**src/rtl/adder_tx_pkg.sv**
```systemverilog
// Shared types and frame constants for the adder serial transmitter.
package adder_tx_pkg;

  localparam int unsigned FRAME_BITS = 11;
  localparam int unsigned DATA_BITS  = 9;
  localparam int unsigned BIT_CNT_W  = 4;

  typedef enum logic [1:0] {
    IDLE,
    START,
    DATA,
    STOP
  } tx_state_t;

endpackage

```
**src/rtl/adder_bit_timer.sv**
```systemverilog
// N-cycle tick generator: counts 0..N-1 while enabled, ticks on the last count.
module adder_bit_timer #(
  parameter int unsigned CLKS_PER_BIT = 4
) (
  input  logic clk,
  input  logic rst_n,
  input  logic clr,
  input  logic en,
  output logic tick_c
);

  localparam int unsigned CNT_W = $clog2(CLKS_PER_BIT + 1);
  localparam logic [CNT_W-1:0] LAST = CNT_W'(CLKS_PER_BIT - 1);

  logic [CNT_W-1:0] cnt_q, cnt_d;

  always_comb begin
    tick_c = en && (cnt_q == LAST);
    cnt_d  = cnt_q;
    if (clr) begin
      cnt_d = '0;
    end else if (en) begin
      cnt_d = tick_c ? '0 : cnt_q + CNT_W'(1);
    end
  end

  always_ff @(posedge clk or negedge rst_n) begin
    if (!rst_n) cnt_q <= '0;
    else        cnt_q <= cnt_d;
  end

endmodule

```
**src/rtl/adder_uart_tx.sv**
```systemverilog
// Captures a + b on a start strobe and sends it as start | sum[7:0] LSB first | carry | stop.
module adder_uart_tx
  import adder_tx_pkg::*;
#(
  parameter int unsigned CLKS_PER_BIT = 4
) (
  input  logic       clk,
  input  logic       rst_n,
  input  logic       ena,
  input  logic       start,
  input  logic [7:0] a,
  input  logic [7:0] b,
  output logic       tx,
  output logic       busy,
  output logic       done
);

  tx_state_t              state_q, state_d;
  logic [DATA_BITS-1:0]   shreg_q, shreg_d;
  logic [BIT_CNT_W-1:0]   bit_cnt_q, bit_cnt_d;
  logic                   tx_q, tx_d;
  logic                   busy_q, busy_d;
  logic                   done_q, done_d;
  logic                   clr_c;
  logic                   tick_c;

  adder_bit_timer #(.CLKS_PER_BIT(CLKS_PER_BIT)) u_timer (
    .clk    (clk),
    .rst_n  (rst_n),
    .clr    (clr_c),
    .en     (busy_q),
    .tick_c (tick_c)
  );

  always_comb begin
    state_d   = state_q;
    shreg_d   = shreg_q;
    bit_cnt_d = bit_cnt_q;
    done_d    = 1'b0;
    clr_c     = 1'b0;

    unique case (state_q)
      IDLE: begin
        if (start && ena) begin
          state_d   = START;
          shreg_d   = DATA_BITS'(a) + DATA_BITS'(b);
          bit_cnt_d = '0;
          clr_c     = 1'b1;
        end
      end
      START: begin
        if (tick_c) begin
          state_d   = DATA;
          bit_cnt_d = '0;
        end
      end
      DATA: begin
        if (tick_c) begin
          if (bit_cnt_q == BIT_CNT_W'(DATA_BITS - 1)) begin
            state_d = STOP;
          end else begin
            shreg_d   = shreg_q >> 1;
            bit_cnt_d = bit_cnt_q + BIT_CNT_W'(1);
          end
        end
      end
      STOP: begin
        if (tick_c) begin
          state_d = IDLE;
          done_d  = 1'b1;
        end
      end
      default: state_d = IDLE;
    endcase

    // Line level is registered from the next state so tx changes on the transition edge.
    unique case (state_d)
      START:   tx_d = 1'b0;
      DATA:    tx_d = shreg_d[0];
      default: tx_d = 1'b1;
    endcase
    busy_d = (state_d != IDLE);
  end

  always_ff @(posedge clk or negedge rst_n) begin
    if (!rst_n) begin
      state_q   <= IDLE;
      shreg_q   <= '0;
      bit_cnt_q <= '0;
      tx_q      <= 1'b1;
      busy_q    <= 1'b0;
      done_q    <= 1'b0;
    end else begin
      state_q   <= state_d;
      shreg_q   <= shreg_d;
      bit_cnt_q <= bit_cnt_d;
      tx_q      <= tx_d;
      busy_q    <= busy_d;
      done_q    <= done_d;
    end
  end

  assign tx   = tx_q;
  assign busy = busy_q;
  assign done = done_q;

endmodule

```
**config.mk**
```make
export PLATFORM = sky130hd
export DESIGN_NAME = adder_uart_tx
export DESIGN_NICKNAME = d
export VERILOG_FILES = /design/src/rtl/adder_tx_pkg.sv /design/src/rtl/adder_bit_timer.sv /design/src/rtl/adder_uart_tx.sv
export SDC_FILE = /design/constraint.sdc
export NUM_CORES = 1
export LEC_CHECK = 0
export BUFFER_PORTS_ARGS = -buffer_cell sky130_fd_sc_hd__buf_2
export CAP_MARGIN = 10
export CORE_ASPECT_RATIO = 0.9
export CORE_MARGIN = 4
export CORE_UTILIZATION = 59
export DETAILED_ROUTE_END_ITERATION = 8
export PLACE_DENSITY = 0.85
export SYNTH_ARGS = -nofsm -noshare
export SYNTH_HDL_FRONTEND = slang
export SYNTH_SLANG_ARGS = --single-unit
```
**constraint.sdc**
```tcl
create_clock -name clk -period 2.65 [get_ports clk]
set_input_delay 0.795 -clock clk [delete_from_list [all_inputs] [get_ports clk]]
set_output_delay 0.795 -clock clk [all_outputs]
set_load 0.005 [all_outputs]
```
==> results summary <==
The initial antenna violation count came out at 0. The first routing iteration left 48 violations. The combinational cell fraction of total power is 40.1%. The clock network fraction of design power is 12.8%. Among all cell types in the netlist, the one instantiated most often is sky130_fd_sc_hd__dfrtp_1. Counting instances in the post-synthesis netlist gives the leading cell types as sky130_fd_sc_hd__dfrtp_1 (20), sky130_fd_sc_hd__ha_1 (11), sky130_fd_sc_hd__o21ai_0 (11), sky130_fd_sc_hd__inv_1 (10), sky130_fd_sc_hd__nor2_1 (10).

The clock slew at the register clock pins of the worst setup and hold paths came out at 0.11 ns. The share of the core filled with cells is 69.21%. The per-cell routed wire length came out at 13.42 um. The post-cts repair resize count is 0. The net switching fraction of the power came out at 37.11%. The cell area reported after detailed placement came out at 1470 um2.

The worst slew slack as a fraction of its limit came out at 69.50%. The worst endpoint required time came out at 2.88 ns. The die area is 3089 um2. The synthesized design spends more area on one cell type than any other, namely sky130_fd_sc_hd__dfrtp_1. The count of placed standard cells including taps came out at 184. The max capacitance violation total is 0. Data on the critical path arrives at its endpoint at 2.41 ns.

The achievable frequency came out at 0.4596 GHz. Entering global routing, the biggest net connects 22 pins. Clock tree synthesis inserted a total of 3 buffers.

The final antenna-violating net count is 0. The internal power component came out at 0.7442 mW. The sequential element share of the synthesized area is 39.46%. Summed over all nets, the switching power comes to 0.4390 mW.

The net count of the finished layout came out at 194. The sum of overflow across all layers after global routing came out at 0. By startpoint and endpoint, the worst setup path is classified as input pin to flop. The number of distinct standard cells referenced by the synthesized netlist is 40. The worst-case vdd ir drop is 429.3 uV. The area growth from synthesis to layout is 12.09%. The final worst clock skew came out at 0.005356 ns. The number of sinks handled by clock tree synthesis is 21. The placer's final routability congestion estimate is 0.7727. The repair_antennas step left the layout with diodes totalling 0. The synthesized design contains 21 register bits. The die extent in y came out at 53.13 um.

The library cell used as clock root buffer is sky130_fd_sc_hd__clkbuf_4. The final critical delay including setup and external delays came out at 2.176 ns. The die boundary width is 58.14 um. The post-route standard cell area excluding fillers came out at 1496 um2.

STA classifies the critical path endpoint as a flop. The share of final-layout standard cells stronger than drive strength 1 came out at 20.50%. The flow ran to the end, and the final reports show no timing, DRC or antenna violations.

In this run the deepest clock path goes through 2 buffers. The net count after synthesis is 168. Across every metal layer, demand over resource in global routing totals 19.11%. The total setup buffers inserted after CTS is 0. The initial utilization of the core area, before any placement, comes to 61.75%. The transition at the pin with the smallest max-transition slack is 0.4575 ns.

CTS built an H-tree with a depth of 1. The leakage component of the power came out at 0.7135 nW. STA classifies the critical path startpoint as an input pin.

TritonCTS built the clock tree. The synthesis warning total came out at 0. The count of final max-slew check failures is 0. The detailed placer's ending HPWL came out at 2025 um. The setup TNS after final layout came out at 0 ns.

The count of input and output buffers is 22. The tightest min-delay check is of the input pin to asynchronous set/reset pin type. The total number of placement rows came out at 16. The area of the mapped netlist came out at 1335 um2.

The total area inside the core boundary comes to 2162 um2. For this run, the detailed router's first-pass iteration total came to 6. Hold repair after CTS inserted 0 buffers. Counting flops with a built-in enable in the synthesized netlist gives 0. Wires add up to 2523 um. After the flow finishes, the layout carries non-filler instances totaling 188. Dividing the final minimum period by the clock period gives 82.11%. The power share of the sequential group came out at 47.1%. After detailed routing, the number of vias per cell comes to 5.963. Setup violations remaining at the end of the flow were counted as 0. The synthesized netlist cell count came out at 136. The number of vias after detailed routing is 1,121. The later pin in the worst-skew pair is clocked with a latency of 0.30 ns. For this run, the leading register cell type out of synthesis is sky130_fd_sc_hd__dfrtp_1. The number of hold violations in the final report is 0. The largest fanout of any net on the critical path is 3. After synthesis, the largest area contributor takes up 37.49% of total cell area. The top-level port count came out at 23.

The synthesized area per cell came out at 9.816 um2. The post-route DRC violation count is 0. The fraction of registers with async set or reset after synthesis came out at 100.0%. The via count of the first global-routing pass came out at 1,032. After synthesis, the cell types taking the most area are sky130_fd_sc_hd__dfrtp_1 (37%), sky130_fd_sc_hd__ha_1 (10%), sky130_fd_sc_hd__o21ai_0 (4.1%). Setup repair after global routing left no endpoint under its margin. The first-pass GRT wire length came out at 4491 um. The ratio of total power to cell area is 790.7 nW/um2.
==> worst paths after layout <==
path	cells after the start	slack, ns	startpoint	to
max in group asynchronous	1	1.88	rst_n	tx$_DFF_PN1_
max reg2reg	6	0.80	u_timer.cnt_q[0]$_DFFE_PN0P_	tx$_DFF_PN1_
min	1	0.42	rst_n	bit_cnt_q[2]$_DFFE_PN0P_
min reg2reg	1	0.52	bit_cnt_q[2]$_DFFE_PN0P_	bit_cnt_q[2]$_DFFE_PN0P_
max	7	0.47	a[0]	shreg_q[6]$_DFFE_PN0P_
min in group clk	1	0.52	bit_cnt_q[2]$_DFFE_PN0P_	bit_cnt_q[2]$_DFFE_PN0P_
==> per-stage QoR <==
stage	worst slack (ns)	hold WS, ns	total power [mW]
CTS	0.4865	0.4300	1.191
floorplan	0.3949	0.4581	0.9192
global placement	0.2148	0.4815	1.013
detailed placement	0.1648	0.4962	1.039
finish	0.4741	0.4218	1.183
global route	0.3828	0.4486	1.285
==> sequential cells by signal, indices dropped and copies added, names as in the netlist <==
| signal | count |
|---|---|
| busy | 1 |
| state_q | 2 |
| shreg_q | 9 |
| done | 1 |
| u_timer.cnt_q | 3 |
| tx | 1 |
| bit_cnt_q | 4 |
==> metal layers <==
metal	global-route usage, %	vias up	share of wire, %
met2	32.33	36	44
met1	23.82	520	48
met3	2.683	4	5.5
met5	0	-	0
met4	9.653	0	1.6
li1	-	561	-
==> cell type report <==
cell class,count,area [um2]
clock buffers,4,26.28
fillers,184,665.6
inverters,10,37.54
multi-input cells,103,754.5
flip-flops and latches,21,526.8
well taps,27,33.78
repair buffers,23,117.6
==> power groups by stage <==
stage / clock network, mW / logic (mW) / registers, mW
6_report: 0.152 / 0.475 / 0.557
5_1_grt: 0.171 / 0.538 / 0.575
3_3_place_gp: 0 / 0.459 / 0.554
2_1_floorplan: 0 / 0.390 / 0.529
4_1_cts: 0.157 / 0.479 / 0.555
3_5_place_dp: 0 / 0.479 / 0.560
==> kinds of logic (layout without fill, tap and decap cells) <==
family / Yosys count / in the layout / synth area share [%]
DFF: 21 / 21 / 39.46
adders and majority gates: 12 / 12 / 11.81
xor gates and xnor gates: 2 / 2 / 1.312
AOI/OAI and AO/OA: 41 / 41 / 21.74
and+or+nand+nor: 45 / 45 / 19.31
muxes: 3 / 3 / 2.343
buffers and inverters: 12 / 37 / 4.030
==> worst max-delay path, cell delays in order <==
cell                       delay, ns
sky130_fd_sc_hd__buf_2          0.10
sky130_fd_sc_hd__ha_1           0.22
sky130_fd_sc_hd__fa_1           0.44
sky130_fd_sc_hd__a211oi_1       0.28
sky130_fd_sc_hd__o21ai_0        0.20
sky130_fd_sc_hd__o31a_1         0.27
sky130_fd_sc_hd__o21ai_1        0.11
==> layout by cell type, fill, tap and decap left out, types with 3 or more instances in the layout <==
cell type / count
sky130_fd_sc_hd__ha_1: 11
sky130_fd_sc_hd__nor2_1: 10
sky130_fd_sc_hd__dfrtp_1: 20
sky130_fd_sc_hd__a21o_1: 3
sky130_fd_sc_hd__nand3_1: 5
sky130_fd_sc_hd__a222oi_1: 5
sky130_fd_sc_hd__nor3_1: 3
sky130_fd_sc_hd__nand2_1: 6
sky130_fd_sc_hd__nor2b_1: 5
sky130_fd_sc_hd__a211oi_1: 4
sky130_fd_sc_hd__a21oi_1: 4
sky130_fd_sc_hd__clkbuf_4: 3
sky130_fd_sc_hd__a221o_1: 3
sky130_fd_sc_hd__o21ai_0: 11
sky130_fd_sc_hd__nand2b_1: 4
sky130_fd_sc_hd__buf_2: 22
sky130_fd_sc_hd__inv_1: 10
No activity file was read; power rests on OpenSTA's default activity.
